<file path="src/rtl/seq_pattern_gen_pkg.sv">
// Shared types and constants for the serial pattern generator and its golden model.
package seqgen_pkg;
  localparam int DEF_W = 16;
  localparam int HIT_W = 8;

  typedef enum logic [1:0] {
    IDLE = 2'd0,
    SEND = 2'd1,
    DONE = 2'd2
  } state_t;

  function automatic logic [HIT_W-1:0] sat_inc(input logic [HIT_W-1:0] v);
    return (&v) ? v : v + 1'b1;
  endfunction
endpackage

</file>
<file path="src/rtl/seq_pattern_gen_if.sv">
// Control/stream bundle between a pattern source driver (master) and seq_pattern_gen (slave).
interface seq_pattern_gen_if
  import seqgen_pkg::*;
#(
  parameter int W    = DEF_W,
  parameter int LENW = $clog2(W + 1)
);
  logic             start;
  logic [W-1:0]     pattern;
  logic [LENW-1:0]  len;
  logic             repeat_en;
  logic             stop;
  logic             x;
  logic             x_valid;
  logic             busy;
  logic             done;
  logic             exp_y;
  logic [HIT_W-1:0] hit_cnt;

  modport master (
    output start, pattern, len, repeat_en, stop,
    input  x, x_valid, busy, done, exp_y, hit_cnt
  );

  modport slave (
    input  start, pattern, len, repeat_en, stop,
    output x, x_valid, busy, done, exp_y, hit_cnt
  );
endinterface

</file>
<file path="src/rtl/seq_run_tracker.sv">
// Golden model of the overlapping 111/000 Mealy detector: two-bit history, exp_y, hit count.
module seq_run_tracker
  import seqgen_pkg::*;
(
  input  logic             clk,
  input  logic             rst,
  input  logic             idle,
  input  logic             start_acc,
  input  logic             x,
  input  logic             x_valid,
  output logic             exp_y,
  output logic [HIT_W-1:0] hit_cnt
);
  logic       h1;
  logic       h2;
  logic [1:0] cnt;

  assign exp_y = x_valid && (cnt == 2'd2) && (x == h1) && (h1 == h2);

  // History survives repeat wraps so detections overlap across pass boundaries.
  always_ff @(posedge clk or negedge rst) begin
    if (!rst) begin
      h1      <= 1'b0;
      h2      <= 1'b0;
      cnt     <= 2'd0;
      hit_cnt <= '0;
    end else begin
      if (idle) begin
        h1  <= 1'b0;
        h2  <= 1'b0;
        cnt <= 2'd0;
      end else if (x_valid) begin
        h2 <= h1;
        h1 <= x;
        if (cnt != 2'd2) cnt <= cnt + 2'd1;
      end
      if (start_acc)  hit_cnt <= '0;
      else if (exp_y) hit_cnt <= sat_inc(hit_cnt);
    end
  end
endmodule

</file>
<file path="src/rtl/seq_pattern_gen.sv">
// Serial MSB-first pattern transmitter with repeat/abort; golden model under SEQGEN_EXPECT_EN.
module seq_pattern_gen
  import seqgen_pkg::*;
#(
  parameter int W    = DEF_W,
  parameter int LENW = $clog2(W + 1)
)(
  input logic              clk,
  input logic              rst,
  seq_pattern_gen_if.slave bus
);
  localparam int IDXW = (W > 1) ? $clog2(W) : 1;

  state_t          state, state_n;
  logic [IDXW-1:0] idx, idx_n;
  logic [W-1:0]    pat, pat_n;
  logic [LENW-1:0] len_q, len_n;
  logic [LENW-1:0] len_c;
  logic            x_q, x_valid_q, busy_q, done_q;

  assign len_c = (bus.len > LENW'(W)) ? LENW'(W) : bus.len;

  always_comb begin
    state_n = state;
    idx_n   = idx;
    pat_n   = pat;
    len_n   = len_q;
    unique case (state)
      IDLE: begin
        if (bus.start && (bus.len != '0)) begin
          pat_n   = bus.pattern;
          len_n   = len_c;
          idx_n   = IDXW'(len_c - LENW'(1));
          state_n = SEND;
        end
      end
      SEND: begin
        if (bus.stop) begin
          state_n = DONE;
        end else if (idx == '0) begin
          if (bus.repeat_en) idx_n   = IDXW'(len_q - LENW'(1));
          else               state_n = DONE;
        end else begin
          idx_n = idx - IDXW'(1);
        end
      end
      DONE:    state_n = IDLE;
      default: state_n = IDLE;
    endcase
  end

  // Outputs are registered from the next-state view so x lines up with the bit index.
  always_ff @(posedge clk or negedge rst) begin
    if (!rst) begin
      state     <= IDLE;
      idx       <= '0;
      pat       <= '0;
      len_q     <= '0;
      x_q       <= 1'b0;
      x_valid_q <= 1'b0;
      busy_q    <= 1'b0;
      done_q    <= 1'b0;
    end else begin
      state     <= state_n;
      idx       <= idx_n;
      pat       <= pat_n;
      len_q     <= len_n;
      x_q       <= (state_n == SEND) ? pat_n[idx_n] : 1'b0;
      x_valid_q <= (state_n == SEND);
      busy_q    <= (state_n == SEND);
      done_q    <= (state_n == DONE);
    end
  end

  assign bus.x       = x_q;
  assign bus.x_valid = x_valid_q;
  assign bus.busy    = busy_q;
  assign bus.done    = done_q;

`ifdef SEQGEN_EXPECT_EN
  logic start_acc;
  assign start_acc = (state == IDLE) && bus.start && (bus.len != '0);

  seq_run_tracker u_tracker (
    .clk       (clk),
    .rst       (rst),
    .idle      (state == IDLE),
    .start_acc (start_acc),
    .x         (x_q),
    .x_valid   (x_valid_q),
    .exp_y     (bus.exp_y),
    .hit_cnt   (bus.hit_cnt)
  );
`else
  assign bus.exp_y   = 1'b0;
  assign bus.hit_cnt = '0;
`endif
endmodule

</file>
<file path="src/flat_wrapper.sv">
// flat-port wrapper written by rule: the top's interface ports become plain ports
module seq_pattern_gen_flat import seqgen_pkg::*;
#(
  parameter int W    = DEF_W,
  parameter int LENW = $clog2(W + 1)
)
  (clk, rst, bus_start, bus_pattern, bus_len, bus_repeat_en, bus_stop, bus_x, bus_x_valid, bus_busy, bus_done, bus_exp_y, bus_hit_cnt);
  seq_pattern_gen_if #(.W(W), .LENW(LENW)) bus_i ();
  input logic clk;
  input logic rst;
  input wire logic [$bits(bus_i.start)-1:0] bus_start;
  input wire logic [$bits(bus_i.pattern)-1:0] bus_pattern;
  input wire logic [$bits(bus_i.len)-1:0] bus_len;
  input wire logic [$bits(bus_i.repeat_en)-1:0] bus_repeat_en;
  input wire logic [$bits(bus_i.stop)-1:0] bus_stop;
  output wire logic [$bits(bus_i.x)-1:0] bus_x;
  output wire logic [$bits(bus_i.x_valid)-1:0] bus_x_valid;
  output wire logic [$bits(bus_i.busy)-1:0] bus_busy;
  output wire logic [$bits(bus_i.done)-1:0] bus_done;
  output wire logic [$bits(bus_i.exp_y)-1:0] bus_exp_y;
  output wire logic [$bits(bus_i.hit_cnt)-1:0] bus_hit_cnt;
  assign bus_i.start = bus_start;
  assign bus_i.pattern = bus_pattern;
  assign bus_i.len = bus_len;
  assign bus_i.repeat_en = bus_repeat_en;
  assign bus_i.stop = bus_stop;
  assign bus_x = bus_i.x;
  assign bus_x_valid = bus_i.x_valid;
  assign bus_busy = bus_i.busy;
  assign bus_done = bus_i.done;
  assign bus_exp_y = bus_i.exp_y;
  assign bus_hit_cnt = bus_i.hit_cnt;
  seq_pattern_gen #(.W(W), .LENW(LENW)) u_core (.clk(clk), .rst(rst), .bus(bus_i));
endmodule
</file>
<file path="config.mk">
export PLATFORM = sky130hd
export DESIGN_NAME = seq_pattern_gen_flat
export DESIGN_NICKNAME = d
export VERILOG_FILES = /design/src/rtl/seq_pattern_gen_pkg.sv /design/src/rtl/seq_pattern_gen_if.sv /design/src/rtl/seq_run_tracker.sv /design/src/rtl/seq_pattern_gen.sv /design/src/flat_wrapper.sv
export SDC_FILE = /design/constraint.sdc
export NUM_CORES = 1
export LEC_CHECK = 0
export CAP_MARGIN = 20
export CORE_MARGIN = 1
export CORE_UTILIZATION = 30
export DETAILED_ROUTE_END_ITERATION = 12
export GPL_ROUTABILITY_DRIVEN = 0
export HOLD_SLACK_MARGIN = 0.02
export PLACE_DENSITY_LB_ADDON = 0.12
export SYNTH_ARGS = -nofsm -noshare
export SYNTH_HDL_FRONTEND = slang
export SYNTH_SLANG_ARGS = --single-unit
</file>
<file path="constraint.sdc">
create_clock -name clk -period 2.17 [get_ports clk]
set_input_delay 0.5425 -clock clk [delete_from_list [all_inputs] [get_ports clk]]
set_output_delay 0.5425 -clock clk [all_outputs]
set_load 0.005 [all_outputs]
</file>
* After elaboration in Yosys (flattened, before gate mapping)
Index checks and enable logic that the tools add are counted.
Operators by class: add/subtract/negate cells 3, $lt $le $gt $ge 2, equality and inequality tests 3, multiplexer cells 16, reduce and logical (&&, ||, !) cells 5
Operators by type and width (count):
- 16-bit 2-to-1 mux | 2
- 4-bit 2-to-1 mux | 5
- 4-bit by 1-bit subtractor with 4-bit output (second input constant) | 3
- 2-bit 2-to-1 mux | 4
- 4-bit one-hot mux with 2 select lines | 1
- 5-bit > comparator (second input constant) | 1
- 4-bit by 5-bit less-than comparator with 1-bit output (second input constant) | 1
- 5-bit nonzero test | 1
- 1-bit binary-select mux with 4-bit select | 1
- 2-bit by 1-bit == test with 1-bit output (second input constant) | 2
- 4-bit logical NOT | 1
- 2-bit one-hot mux with 2 select lines | 1
- 2-bit == test (second input constant) | 1
- 2-bit logical NOT | 1
- 1-bit 2-to-1 mux | 2
- 2-bit AND reduction | 1
- 1-bit logical AND | 1
Storage, ports and cells: register bits after elaboration 29, word-level logic and storage cells 36

* Longest topological paths before layout
Gate-level depths: netlist of the first run.
word-level depth 8, depth in mapped cells 10, mapped depth without buffers 9

* Worst setup path before layout of the first run
OpenSTA, ideal clock, no wires.
path type reg-to-reg, start point register u_core.idx[0], end point register u_core.x_q (netlist: u_core.bus.x), setup time 0.080 ns, arrival 2.285 ns, required time 2.090 ns, slack -0.195 ns, cell stages (with the launch flop) 11, path buffers 1, path through dfrtp_1 inv_1 ha_1 nor3b_2 nand2b_1 o2111ai_4 buf_4 a211oi_1 nor2_1 mux4_2 o22ai_2
On the way: word-level cells in the longest chain between the ends 7, elaborated cells between the ends (all ways) 14
Ends and longest elaborated chain:
- start: declaration | RTL line seq_pattern_gen.sv:15 | logic [IDXW-1:0] idx, idx_n;
- start signal: assignment | RTL line seq_pattern_gen.sv:65 | idx <= idx_n;
- 4-bit by 1-bit subtractor with 4-bit output, or another cell as far along | RTL line seq_pattern_gen.sv:44 | idx_n = idx - IDXW'(1);
- 4-bit 2-to-1 mux | RTL line seq_pattern_gen.sv:40 | end else if (idx == '0) begin
- 4-bit 2-to-1 mux | RTL line seq_pattern_gen.sv:38 | if (bus.stop) begin
- 4-bit one-hot mux with 2 select lines | RTL line seq_pattern_gen.sv:28 | unique case (state)
- 1-bit binary-select mux with 4-bit select | RTL line seq_pattern_gen.sv:68 | x_q <= (state_n == SEND) ? pat_n[idx_n] : 1'b0;
- 1-bit 2-to-1 mux (not written as such) | RTL line seq_pattern_gen.sv:68
- 1-bit 2-to-1 mux * | RTL line seq_pattern_gen.sv:68
- end signal: assignment | RTL line seq_pattern_gen.sv:68
- end: declaration | RTL line seq_pattern_gen.sv:19 | logic x_q, x_valid_q, busy_q, done_q;
Mark *: on every way between the ends. The rest lies on a longest branch, timed or not. The select of a mux whose other input is x is not followed. A chain may end at the register's enable or synchronous reset.

* Worst setup path after layout of the first run
start point register u_core.state[1], end point register u_core.x_q (netlist: u_core.bus.x)
On the way: word-level cells in the longest chain between the ends 6, elaborated cells between the ends (all ways) 13
Ends and longest elaborated chain:
- start: declaration | RTL line seq_pattern_gen.sv:14 | state_t state, state_n;
- start signal: assignment | RTL line seq_pattern_gen.sv:64 | state <= state_n;
- branches (longest 5 deep; another with 4-bit one-hot mux with 2 select lines)
- 1-bit 2-to-1 mux * | RTL line seq_pattern_gen.sv:68
Every way passes the cells marked *. The select of a mux whose other input is x is not followed.

==> results.py, run 1 <==
metrics = {
    "sta": {
        "rsz0062_at_grt": "yes",
        "fmax_ghz": 0.419,
        "setup-tns-final_ps": -219,
        "final_hold_viol_count": 0,
        "fin_crit_sh_pct": 110,
        "finalSetupViolCount": 2,
        "hold_ws_ps": 488,
        "setup_ws_ps": -218,
        "min_period_ps": 2390,
        "maxSlewViolCount": 0,
        "timing.clock.skew_ps": 3.30,
    },
    "routing": {
        "route.detailed.drc": 0,
        "vias": 1759,
        "drt-total-wl_mm": 5.17,
        "firstDrtPassIters": 4,
        "wl_per_cell_um": 13.4,
        "detail-route-antenna-nets": 0,
        "drt_iter0_drc": 99,
        "viasPerCell": 4.56,
    },
    "layout": {
        "diodes": 0,
        "fillers": 571,
        "areaGrowthSynthToFinish_pct": 64.8,
        "nNetsFinal": 339,
        "drive_gt1_share_pct": 41.8,
    },
    "synth": {
        "ys_seq_area_share_pct": 38.8,
        "postSynthAreaPerCell_um2": 9.02,
        "synth_edf_count": 0,
        "ys_warn_count": 0,
        "synth_cell_types": 46,
        "syn_inst": 207,
        "synthArstFlopShare_pct": 100,
        "synth_seq_cells": 29,
        "synth_ff_type": "dfrtp_1",
        "syn_area_um2": 1870,
    },
    "clocking": {
        "root_buffer": "clkbuf_8",
        "clock_sinks": 29,
        "clkTransAtPathRegs_ps": 70,
        "clk_latency_ps": 280,
        "numCtsBuffers": 5,
        "clk_path_buf_depth": 2,
        "htreeDepth": 2,
        "cts_tree": "yes",
    },
    "critical_path": {
        "reg2reg_slack_ps": -220,
        "critical_path.max_fanout": 8,
        "worst-path-buf-inv": 2,
        "critical_path_arrival_ps": 2600,
        "worstSetupPathType": "register to register",
        "critPathMaxStageDelay_ps": 480,
        "crit_family": "compound AO/OA/AOI/OAI gates",
        "slowest_stage": "dfrtp_2",
        "crit_path_end_kind": "register",
        "required_ps": 2380,
        "worstPathCellList": "buf_4 -> nor3b_4 -> a21boi_4 -> buf_12 -> nand2_1 -> a211oi_2 -> nor2_1 -> mux4_2 -> o22ai_2",
        "crit_path_start_kind": "register",
    },
    "floorplanning": {
        "num_io_pins": 39,
        "num_rows": 28,
        "fp.dieW_um": 80.9,
        "dieArea_um2": 6550,
        "die_h_um": 80.9,
        "placeableCoreArea_um2": 5960,
        "start_util_pct": 31.4,
    },
    "placement": {
        "numPortBuffers": 29,
        "dpl.hpwl_mm": 3.60,
    },
    "outcome": {
        "violations": "negative setup slack",
        "run_status": "finished, violations left",
    },
    "global_route": {
        "grt_pass1_wl_mm": 8.74,
        "grt_max_degree": 30,
        "grt_overflow": 0,
        "antenna_found_initial": 0,
        "grt_pass1_vias": 1772,
        "grt_use_total_pct": 18.1,
    },
    "power_and_ir_drop": {
        "power_leakage_nw": 1.41,
        "irDropWorstVdd_v": 0.000568,
        "p_per_area_nw_per_um2": 1340,
    },
    "run": {
        "maxCapViolCount": 0,
    },
    "min_path": {
        "min_path_type": "register to register",
    },
}
-- state kept, by name (all words and copies together) (netlist names) --
| signal | count |
|---|---|
| u_core.idx | 4 |
| u_core.len_q | 4 |
| u_core.bus.x | 1 |
| u_core.state | 2 |
| u_core.pat | 16 |
| u_core.bus.done | 1 |
| u_core.bus.x_valid | 1 |
-- synth_stat cells, types with 3 or more instances --
cell type | number | area [µm²]
nand2_1 | 53 | 199
dfrtp_1 | 29 | 726
nor2_1 | 13 | 48.8
buf_4 | 12 | 90.1
a2bb2oi_1 | 9 | 78.8
inv_1 | 9 | 33.8
a21oi_1 | 8 | 40.0
a211oi_1 | 7 | 52.6
o21ai_0 | 7 | 35.0
nand2b_1 | 5 | 31.3
nand2_2 | 4 | 25.0
buf_6 | 3 | 33.8
ha_1 | 3 | 37.5
o21ai_1 | 3 | 15.0
-- path summary, 6_finish.rpt --
path,startpoint,to,cells past startpoint
worst max-delay path,u_core.state[1],u_core.bus.x,9
worst min-delay path,u_core.pat[1],u_core.pat[1],2
worst max register to register,u_core.state[1],u_core.bus.x,9
worst min register to register,u_core.pat[1],u_core.pat[1],2
max in group asynchronous,rst,u_core.state[1],2
min in group asynchronous,rst,u_core.pat[2],2
-- worst reg2reg max path: cells and delay by family, from the launching register on --
kind / cells / cell delay (ps)
compound gates: 3 / 640
buf+inv: 2 / 340
flops: 1 / 480
mux: 1 / 470
simple gates: 3 / 400
-- kinds of logic after synthesis --
group	after synthesis	share of synthesized area, %
other cells	1	0.201
xor+xnor	3	1.41
buf+inv	26	8.91
flops	29	38.8
mux	4	3.62
compound gates	49	20.9
fa+ha+maj	3	2.01
simple gates	92	24.1
-- metrics by stage --
stage	worst slack [ps]	std cells	area (µm²)	power [mW]	util, %
6_report	-218	386	3080	4.13	51.7
5_1_grt	-323	386	3080	4.46	51.7
4_1_cts	-244	383	3050	4.11	51.2
3_5_place_dp	-706	361	2710	3.22	45.5
3_3_place_gp	-680	361	2710	3.20	45.5
2_1_floorplan	-74.8	215	1980	2.27	-
-- what timing repair did --
item / CTS / global route
endpoints found under the setup margin: 2 / 2
setup buffers: 12 / 3
pin swaps: 9 / 4
resized for setup: 28 / 2
hold buffers: 0 / 0
cloned: 2 / 0
-- report_power, final --
group,total [mW],switching [mW],internal (mW)
clock network,0.505,0.218,0.286
registers,0.938,0.146,0.792
logic,2.69,1.14,1.55
-- layer usage --
layer	vias up	share of wire [%]	global-route usage, %
met1	813	45	21.8
li1	908	-	-
met4	0	1.4	7.50
met2	31	51	31.2
met5	-	0	0
met3	7	3.0	3.82
-- cell usage in the layout (no fill, tap or decap), types with 4 or more instances in the layout --
cell	instances
buf_4	65
nand2_1	52
dfrtp_1	28
clkdlybuf4s50_1	21
nor2_1	12
conb_1	9
a21oi_1	8
dlygate4sd2_1	8
o21ai_0	7
clkbuf_8	7
inv_1	6
a2bb2oi_2	6
buf_12	6
nand2_2	5
nand2b_1	4
a211oi_2	4
a211oi_1	4
-- cell type report --
| type | instances | area, µm² | area share (%) |
|---|---|---|---|
| tap | 75 | 93.8 | 3.05 |
| inverter | 9 | 33.8 | 1.10 |
| clock inverter | 1 | 5.00 | 0.163 |
| clock buffer | 7 | 96.3 | 3.13 |
| timing repair buffer | 104 | 950 | 30.8 |
| multi-input combinational | 161 | 1170 | 38.1 |
| sequential | 29 | 727 | 23.6 |
Note: power is estimated with default switching activity, not from simulation.
==> run 2: changes to the inputs <==
Settings changed: CTS_BUF_LIST from default to sky130_fd_sc_hd__clkbuf_8 sky130_fd_sc_hd__clkbuf_16, CTS_CLUSTER_DIAMETER from default to 80, CTS_CLUSTER_SIZE from default to 14.
==> results of run 2 <==
Final layout, timing and power as in run 1 (identical DEF).
